<file path="src/rtl/seg_scan_ctrl.sv">
// Three-digit seven-segment scan controller: double-buffered code input, one digit lit at a time
// with blanking gaps. Optional feature macro: LEADING_ZERO_BLANK_EN (blank leading '0' digits).
module seg_scan_ctrl #(
    parameter int SCAN_DIV  = 50000,
    parameter int BLANK_CYC = 500
) (
    input  logic        clk,
    input  logic        rst,
    input  logic [23:0] code_in,
    input  logic        code_vld,
    output logic        code_rdy,
    output logic [7:0]  seg,
    output logic [2:0]  dig_en,
    output logic        frame_done
);

    localparam int MAX_CYC = (SCAN_DIV > BLANK_CYC) ? SCAN_DIV : BLANK_CYC;
    localparam int CW      = (MAX_CYC > 2) ? $clog2(MAX_CYC) : 1;
    localparam logic [CW-1:0] SCAN_LOAD  = CW'(SCAN_DIV - 1);
    localparam logic [CW-1:0] BLANK_LOAD = CW'(BLANK_CYC - 1);

    typedef enum logic [2:0] {
        S_IDLE,
        S_ON0,
        S_GAP0,
        S_ON1,
        S_GAP1,
        S_ON2,
        S_GAP2
    } state_t;

    state_t        state, state_nxt;
    logic [CW-1:0] cnt, cnt_nxt;
    logic [23:0]   active, active_nxt;
    logic [23:0]   pend;
    logic          pend_full, pend_full_nxt;
    logic          accept;
    logic          swap;
    logic          frame_end;
    logic [7:0]    seg_nxt;
    logic [2:0]    dig_nxt;

    assign code_rdy = ~pend_full;
    assign accept   = code_vld & ~pend_full;

    // Next-state sequencing; the shared counter reloads whenever the state changes.
    always_comb begin
        state_nxt = state;
        cnt_nxt   = cnt;
        swap      = 1'b0;
        frame_end = 1'b0;
        case (state)
            S_IDLE: begin
                if (pend_full) begin
                    swap      = 1'b1;
                    state_nxt = S_ON0;
                    cnt_nxt   = SCAN_LOAD;
                end
            end
            S_ON0, S_GAP0, S_ON1, S_GAP1, S_ON2, S_GAP2: begin
                if (cnt == '0) begin
                    case (state)
                        S_ON0:   begin state_nxt = S_GAP0; cnt_nxt = BLANK_LOAD; end
                        S_GAP0:  begin state_nxt = S_ON1;  cnt_nxt = SCAN_LOAD;  end
                        S_ON1:   begin state_nxt = S_GAP1; cnt_nxt = BLANK_LOAD; end
                        S_GAP1:  begin state_nxt = S_ON2;  cnt_nxt = SCAN_LOAD;  end
                        S_ON2:   begin state_nxt = S_GAP2; cnt_nxt = BLANK_LOAD; end
                        default: begin
                            state_nxt = S_ON0;
                            cnt_nxt   = SCAN_LOAD;
                            frame_end = 1'b1;
                            swap      = pend_full;
                        end
                    endcase
                end else begin
                    cnt_nxt = cnt - CW'(1);
                end
            end
            default: begin
                state_nxt = S_IDLE;
                cnt_nxt   = '0;
            end
        endcase
    end

    // Swap and accept are mutually exclusive: a swap needs a full buffer, an accept an empty one.
    always_comb begin
        active_nxt    = active;
        pend_full_nxt = pend_full;
        if (swap) begin
            active_nxt    = pend;
            pend_full_nxt = 1'b0;
        end else if (accept) begin
            pend_full_nxt = 1'b1;
        end
    end

    // Output decode from the upcoming state so seg/dig_en switch on the same edge as the FSM.
    always_comb begin
        seg_nxt = 8'h00;
        dig_nxt = 3'b000;
`ifdef LEADING_ZERO_BLANK_EN
        case (state_nxt)
            S_ON0: begin
                dig_nxt = 3'b001;
                seg_nxt = active_nxt[7:0];
            end
            S_ON1: begin
                dig_nxt = 3'b010;
                seg_nxt = (active_nxt[23:16] == 8'hfc && active_nxt[15:8] == 8'hfc)
                          ? 8'h00 : active_nxt[15:8];
            end
            S_ON2: begin
                dig_nxt = 3'b100;
                seg_nxt = (active_nxt[23:16] == 8'hfc) ? 8'h00 : active_nxt[23:16];
            end
            default: begin
                seg_nxt = 8'h00;
                dig_nxt = 3'b000;
            end
        endcase
`else
        case (state_nxt)
            S_ON0: begin
                dig_nxt = 3'b001;
                seg_nxt = active_nxt[7:0];
            end
            S_ON1: begin
                dig_nxt = 3'b010;
                seg_nxt = active_nxt[15:8];
            end
            S_ON2: begin
                dig_nxt = 3'b100;
                seg_nxt = active_nxt[23:16];
            end
            default: begin
                seg_nxt = 8'h00;
                dig_nxt = 3'b000;
            end
        endcase
`endif
    end

    always_ff @(posedge clk or negedge rst) begin
        if (!rst) begin
            state      <= S_IDLE;
            cnt        <= '0;
            active     <= 24'h0;
            pend       <= 24'h0;
            pend_full  <= 1'b0;
            seg        <= 8'h00;
            dig_en     <= 3'b000;
            frame_done <= 1'b0;
        end else begin
            state      <= state_nxt;
            cnt        <= cnt_nxt;
            active     <= active_nxt;
            pend_full  <= pend_full_nxt;
            if (accept) begin
                pend <= code_in;
            end
            seg        <= seg_nxt;
            dig_en     <= dig_nxt;
            frame_done <= frame_end;
        end
    end

endmodule

</file>
<file path="config.mk">
export PLATFORM = sky130hd
export DESIGN_NAME = seg_scan_ctrl
export DESIGN_NICKNAME = d
export VERILOG_FILES = /design/src/rtl/seg_scan_ctrl.sv
export SDC_FILE = /design/constraint.sdc
export NUM_CORES = 1
export LEC_CHECK = 0
export CAP_MARGIN = 30
export CORE_AREA = 2 2 82 100
export CTS_CLUSTER_DIAMETER = 150
export DETAILED_ROUTE_END_ITERATION = 16
export DIE_AREA = 0 0 84 102
export DONT_BUFFER_PORTS = 1
export SLEW_MARGIN = 20
export SYNTH_ARGS = -nofsm -noshare
export SYNTH_HDL_FRONTEND = slang
export SYNTH_SLANG_ARGS = --single-unit
</file>
<file path="constraint.sdc">
create_clock -name clk -period 5.3 [get_ports clk]
set_clock_uncertainty 0.05 [all_clocks]
set_input_delay 1.06 -clock clk [delete_from_list [all_inputs] [get_ports clk]]
set_output_delay 1.06 -clock clk [all_outputs]
set_load 0.1 [all_outputs]
</file>
# Yosys cells after proc, flatten, opt, wreduce, memory -nomap -nowiden
# Index checks and enable logic that the tools add are counted.
# op_classes
n_addsub,1
eq_ne,10
mux,20
bitwise,2
n_reduce_logical,6
# op_table
op,count
16-bit 2-to-1 mux,3
16-bit one-hot mux with 2 select lines,1
24-bit 2-to-1 mux,1
8-bit one-hot mux with 3 select lines,1
16-bit logical NOT,1
"16-bit by 1-bit subtractor with 16-bit output, second input constant",1
3-bit one-hot mux with 5 select lines,1
"3-bit == test, second input constant",4
"3-bit by 2-bit == test with 1-bit output, second input constant",3
3-bit one-hot mux with 3 select lines,1
1-bit 2-to-1 mux,8
"3-bit by 1-bit == test with 1-bit output, second input constant",2
3-bit 2-to-1 mux,2
3-bit one-hot mux with 2 select lines,1
6-bit OR reduction,1
5-bit OR reduction,1
3-bit logical NOT,1
3-bit OR reduction,1
"2-bit inequality test, second input constant",1
1-bit one-hot mux with 2 select lines,1
2-bit nonzero test,1
1-bit bitwise AND,1
1-bit inverter,1
# word_totals
regBits,80
out_inout_bits,13

# Depth between registers and ports, before layout
# Gate-level depths: netlist (run 1).
# depth
ltp_word,7
ltp_mapped,9
mapped_depth_nobuf,8

# Least setup slack after synthesis (run 1)
# OpenSTA, ideal clock, no wires.
# synth_timing
kind,input-to-reg
from,input port code_vld
to,register pend[10]
setup_time_ns,0.125
t_arrival_ns,2.097
setup_slack_ns,3.029
path_stages,4
path_buffers,2
cell_sequence,nor2b_1 clkbuf_1 clkbuf_1 mux2_2
# synth_via
elab_chain_cells,1
# synth_lines
element,line,source
start: declaration,10,"input logic code_vld,"
1-bit bitwise AND,44,assign accept = code_vld & ~pend_full;
end signal: assignment,160,pend <= code_in;
end: declaration,35,logic [23:0] pend;
# Every way passes these cells.
# A chain may end at the register's enable or synchronous reset.

# Worst setup path in the final report (run 1)
# layout_timing
from,register state[1]
to,register seg[5]
# layout_via
elab_chain_cells,7
elab_cells_between_ends,21
classes_between,eq/ne (9); mux (9); reduce/logical (3)
# layout_lines
element,line,source
start: declaration,32,"state_t state, state_nxt;"
start signal: assignment,155,state <= state_nxt;
3-bit by 1-bit == test with 1-bit output (tied with other cells),"52, 62",
5-bit OR reduction (no line),n/a,
1-bit 2-to-1 mux,62,case (state)
1-bit 2-to-1 mux,61,if (cnt == '0) begin
1-bit one-hot mux with 2 select lines (*),52,case (state)
24-bit 2-to-1 mux (*),90,if (swap) begin
net active_nxt[21],34,"logic [23:0] active, active_nxt;"
8-bit one-hot mux with 3 select lines (*),123,case (state_nxt)
net seg_nxt[5],40,logic [7:0] seg_nxt;
end signal: assignment,162,seg <= seg_nxt;
end: declaration,12,"output logic [7:0] seg,"
# The timed path passes the listed nets; every way through them passes the cells marked *.

==> impl_metrics.tcl, run 1 <==
set metrics [dict create \
    slew_violations 0 \
    drtPass1Iterations 4 \
    async_flop_share_pct 100.0 \
    min_period_over_period_pct 57.65 \
    grt_pass1_wl_um 12020 \
    drcViolationCount 0 \
    p_int_mw 1.043 \
    ys_ff_latch 80 \
    wl_per_cell_um 17.34 \
    netlist_instances 314 \
    grt.overflow.total 0 \
    fin_setup_tns_ps 0 \
    worstHoldPathType "primary input to async pin" \
    power.share.sequential_pct 56.6 \
    dieHeight_um 102 \
    vias 2316 \
    ctsResizeCount 0 \
    synth_top_cell_by_area "dfrtp_1" \
    hold_buffers 0 \
    fin_crit_ps 3055 \
    htreeDepth 3 \
    viasPerCell 5.676 \
    slew_headroom_pct 37.62 \
    p_comb_share_pct 12.2 \
    grt_usage_pct 18.09 \
    synthToLayoutAreaGrowth_pct 6.891 \
    worst_slew_pin_slew_ps 932.2 \
    power_switching_mw 0.4634 \
    coreArea_um2 7576 \
    synthFlopType "dfrtp_1" \
    critical_path.endpoint_type "flop" \
    tritoncts "built" \
    ys_seq_area_share_pct 54.31 \
    finalSetupViolations 0 \
    synth-edff-count 0 \
    yosysWarnings 0 \
    max_freq_mhz 327.3 \
    clockRootBuffer "clkbuf_8" \
    outcome "complete, no violations" \
    die_w_um 84 \
    grt_pass1_vias 2391 \
    start_util_pct 48.65 \
    drt_iter0_markers 101 \
    switching_share_pct 30.77 \
    final_cell_mix "dfrtp_1, mux2_2, nand2_1" \
    rows 35 \
    max-clock-path-buffers 2 \
    cts-buffers-inserted 9 \
    place.gp.congestion 0.8544 \
    drive_gt1_share_pct 22.78 \
    path_max_fanout 27 \
    final_common_cell "dfrtp_1" \
    ios 40 \
    io_buffers 0 \
    avgSynthCellArea_um2 11.74 \
    grt_max_degree 81 \
    n_antenna_cell 0 \
    postRouteAntennaNets 0 \
    cellLeakagePower_nw 1.672 \
    synth_top_area_share_pct 54.31 \
    clock_latency_ps 350 \
    rsz0062_at_grt "no" \
    fp.dieArea_um2 8568 \
    arrival_ps 3230 \
    ys_types 58 \
    path_clk_slew_ps 90 \
    drt-total-wl_um 7075 \
    required_ps 5480 \
    worst_setup_path_start_kind "flop" \
    synthTopCellsByArea "dfrtp_1, mux2_2, nand2_1" \
    hold_viol 0 \
    crit_type "flop to flop" \
    clock_sinks 80 \
    ir_worst_vdd_mv 0.2081 \
    maxCapViolCount 0 \
    synth_area_um2 3686 \
    hold_ws_ps 336.9 \
    powerDensity_nw_per_um2 382.3 \
    antenna_found_initial 0 \
    final_nets 339 \
    hpwl_um 4805 \
    syn-num-nets 342 \
    clock_power_share_pct 31.2 \
    cts_setup_buffers 0 \
]
stage by stage:
stage	instances	utilization (%)	worst slack (ps)	total power, mW	area (um2)
after floorplan	314	-	3029	1.004	3686
after detailed placement	392	49.27	2228	1.053	3732
after global routing	408	52.01	2038	1.591	3940
after global placement	392	49.27	2297	1.047	3732
final	408	52.01	2245	1.506	3940
after CTS	408	52.01	2231	1.522	3940
registers in the layout (all words and copies together) (netlist names):
register and flops:
frame_done 1, pend_full 1, dig_en 3, active 24, cnt 16, pend 24, state 3, seg 8
logic make-up (layout without fill, tap and decap cells):
family | after synthesis | after routing | share of synthesized area, %
AOI/OAI and AO/OA | 62 | 62 | 11.64
buffers and inverters | 30 | 32 | 3.666
adders and majority gates | 2 | 2 | 0.6110
xor gates and xnor gates | 4 | 4 | 0.9506
DFF | 80 | 80 | 54.31
and+or+nand+nor | 87 | 87 | 13.75
muxes | 49 | 49 | 15.07
Yosys cell counts, drive strengths merged (4+ instances only):
cell,number
a21oi,14
buf,4
clkbuf,11
dfrtp,80
inv,15
mux2,40
mux2i,9
nand2,31
nand4b,8
nor2,16
nor3,5
nor4,4
o211ai,9
o21ai,19
or3,4
critical path, stage by stage, from the launching register on:
cell	delay, ps
dfrtp_1	840
nor2b_1	390
nand4_1	190
o21ai_4	800
mux2_2	430
nand4b_1	100
o211ai_1	110
per-layer routing:
layer	up-vias	wire [um]	GRT usage [%]
li1	1120	-	-
met5	-	0	0
met2	45	3601	30.77
met1	1144	3135	22.72
met4	0	89	5.831
met3	7	249	4.927
final timing paths:
kind | start | to | slack (ps) | cells past startpoint
setup / recovery | state[1] | seg[5] | 2240 | 6
hold / removal | rst | pend[16] | 340 | 0
setup reg to reg | state[1] | seg[5] | 2240 | 6
hold reg to reg | active[4] | active[4] | 440 | 2
max in group asynchronous | rst | cnt[4] | 4760 | 0
min in group clk | active[4] | active[4] | 440 | 2
power groups by stage:
stage	clock network, mW	logic, mW	registers, mW
6_report	0.469	0.184	0.853
5_1_grt	0.510	0.213	0.868
4_1_cts	0.480	0.187	0.855
3_5_place_dp	0	0.185	0.868
3_3_place_gp	0	0.180	0.867
2_1_floorplan	0	0.162	0.843
final cells by class:
| type | count | area [um2] |
|---|---|---|
| clock buffer | 9 | 123.9 |
| clock inverter | 7 | 83.83 |
| fill | 662 | 3636 |
| inverter | 15 | 56.30 |
| multi-input combinational | 204 | 1551 |
| sequential | 80 | 2002 |
| tap | 92 | 115.1 |
| timing repair buffer | 1 | 7.507 |
(Power assumes the default switching activity.)
==> run 2, diff against run 1 <==
- clock period: 5.3 -> 2.96 ns (I/O delays scaled with it)
==> run 2 against run 1 <==
Power increased by 80%. Hold slack worse by 250 ps. First-iteration DRC count rose by 21%. Count of clock-buffer cells in the layout is the same. Clock power up 78%. Cell area is 2.2% higher. Via count is 2.5% higher. Sequential power up 79%. Critical path depth increased by 1. Critical path type unchanged.
==> impl_metrics.tcl, run 2 (synthesis results as in run 1) <==
set metrics [dict create \
    outcome "complete, no violations" \
    dpl_cell_area_um2 3790 \
    io_buffers 0 \
    final_cell_mix "dfrtp_1, mux2_2, nand2_1" \
    drt_iter0_markers 122 \
    dieHeight_um 102 \
    fp.dieArea_um2 8568 \
    clock_latency_ps 350 \
    viasPerCell 5.718 \
    drt-total-wl_um 7418 \
    grt_pass1_wl_um 12740 \
    rows 35 \
    grt_usage_pct 19.14 \
    drtPass1Iterations 4 \
    rsz0062_at_grt "no" \
    cp.depth 7 \
    cp.buffers_inverters 1 \
    cp_top_family "simple AND/OR/NAND/NOR gates" \
    worstHoldPathType "primary input to async pin" \
    path_max_fanout 20 \
    slew_violations 0 \
    ios 40 \
    crit_type "flop to flop" \
    die_w_um 84 \
    clockRootBuffer "clkbuf_8" \
    final_common_cell "dfrtp_1" \
    grt.overflow.total 0 \
    critPathMaxStageDelay_ps 600 \
    drcViolationCount 0 \
    place.gp.congestion 0.8727 \
    start_util_pct 48.65 \
    worst_setup_path_start_kind "flop" \
    design_area_um2 4025 \
    final_nets 346 \
    clock_sinks 80 \
    vias 2373 \
    fin_crit_ps 2580 \
    r2r_cells 7 \
    path_clk_slew_ps 90 \
    worst_slew_pin_slew_ps 902.2 \
    hold_viol 0 \
    hold_buffers 1 \
    crit_slowest_cell "nor3_2" \
    wl_per_cell_um 17.87 \
    postRouteAntennaNets 0 \
    ir_worst_vdd_mv 0.3561 \
    synthToLayoutAreaGrowth_pct 9.199 \
    antenna_found_initial 0 \
    ctsResizeCount 0 \
    htreeDepth 3 \
    required_ps 3130 \
    hpwl_um 5114 \
    fin_setup_tns_ps 0 \
    coreArea_um2 7576 \
    powerDensity_nw_per_um2 673.2 \
    max-clock-path-buffers 2 \
    drive_gt1_share_pct 24.46 \
    n_antenna_cell 0 \
    reg_top3 "active (24), pend (24), cnt (16)" \
    arrival_ps 2750 \
    finalSetupViolations 0 \
    cellLeakagePower_nw 1.719 \
    tritoncts "built" \
    grt_max_degree 81 \
    grt_pass1_vias 2451 \
    cts-buffers-inserted 9 \
    slew_headroom_pct 39.90 \
    critical_path.endpoint_type "flop" \
    cts_setup_buffers 0 \
    crit_chain "nor3_2, nand2_1, o21ai_4, buf_12, mux2_2, nand4b_1, o211ai_1" \
    power_mw 2.710 \
    maxCapViolCount 0 \
    max_freq_mhz 387.6 \
    min_period_over_period_pct 87.16 \
]
[run 2: changes by cell type in the layout (fill, tap and decap cells not counted)]
| cell | delta |
|---|---|
| buf_12 | +1 |
| buf_16 | +1 |
| buf_4 | +5 |
[run 2: layout make-up]
class | instances | area [um2]
sequential | 80 | 2002
tap | 92 | 115.1
clock buffer | 9 | 123.9
multi-input combinational | 204 | 1551
inverter | 15 | 56.30
fill | 649 | 3551
clock inverter | 7 | 83.83
timing repair buffer | 8 | 92.59
[run 2: layer usage]
metal  vias up  GRT usage (%)  wire length, um
met3         6          4.362              250
met5         -              0                0
met1      1185          23.86             3160
met2        52          33.42             3963
li1       1130              -                -
met4         0          6.079               44
[run 2: worst register-to-register path, stage by stage, from the launching register on]
cell and delay [ps]:
dfrtp_1 510, nor3_2 600, nand2_1 310, o21ai_4 210
buf_12 220, mux2_2 360, nand4b_1 90, o211ai_1 90
[run 2: final timing paths]
kind,slack [ps],endpoint,start
max,380,seg[7],state[1]
min,90,pend[0],rst
max reg2reg,380,seg[7],state[1]
min reg2reg,430,active[7],active[7]
max in group asynchronous,2480,frame_done,rst
min in group clk,330,pend[0],code_in[0]
[run 2: metrics by stage]
step,setup WS [ps],util (%),hold slack (ps),cells
2_1_floorplan,707.2,-,246.4,314
3_3_place_gp,382.1,50.02,247.9,398
3_5_place_dp,347.7,50.02,248.0,398
4_1_cts,340.4,53.13,90.00,415
5_1_grt,178.3,53.13,89.88,415
6_report,380.0,53.13,85.40,415
[run 2: power breakdown]
part           leakage [nW]  total (mW)  switching [mW]  internal [mW]
sequential            0.990        1.53           0.251           1.27
clock                 0.103       0.834           0.428          0.406
combinational         0.626       0.351           0.160          0.191
total                  1.72        2.71           0.839           1.87
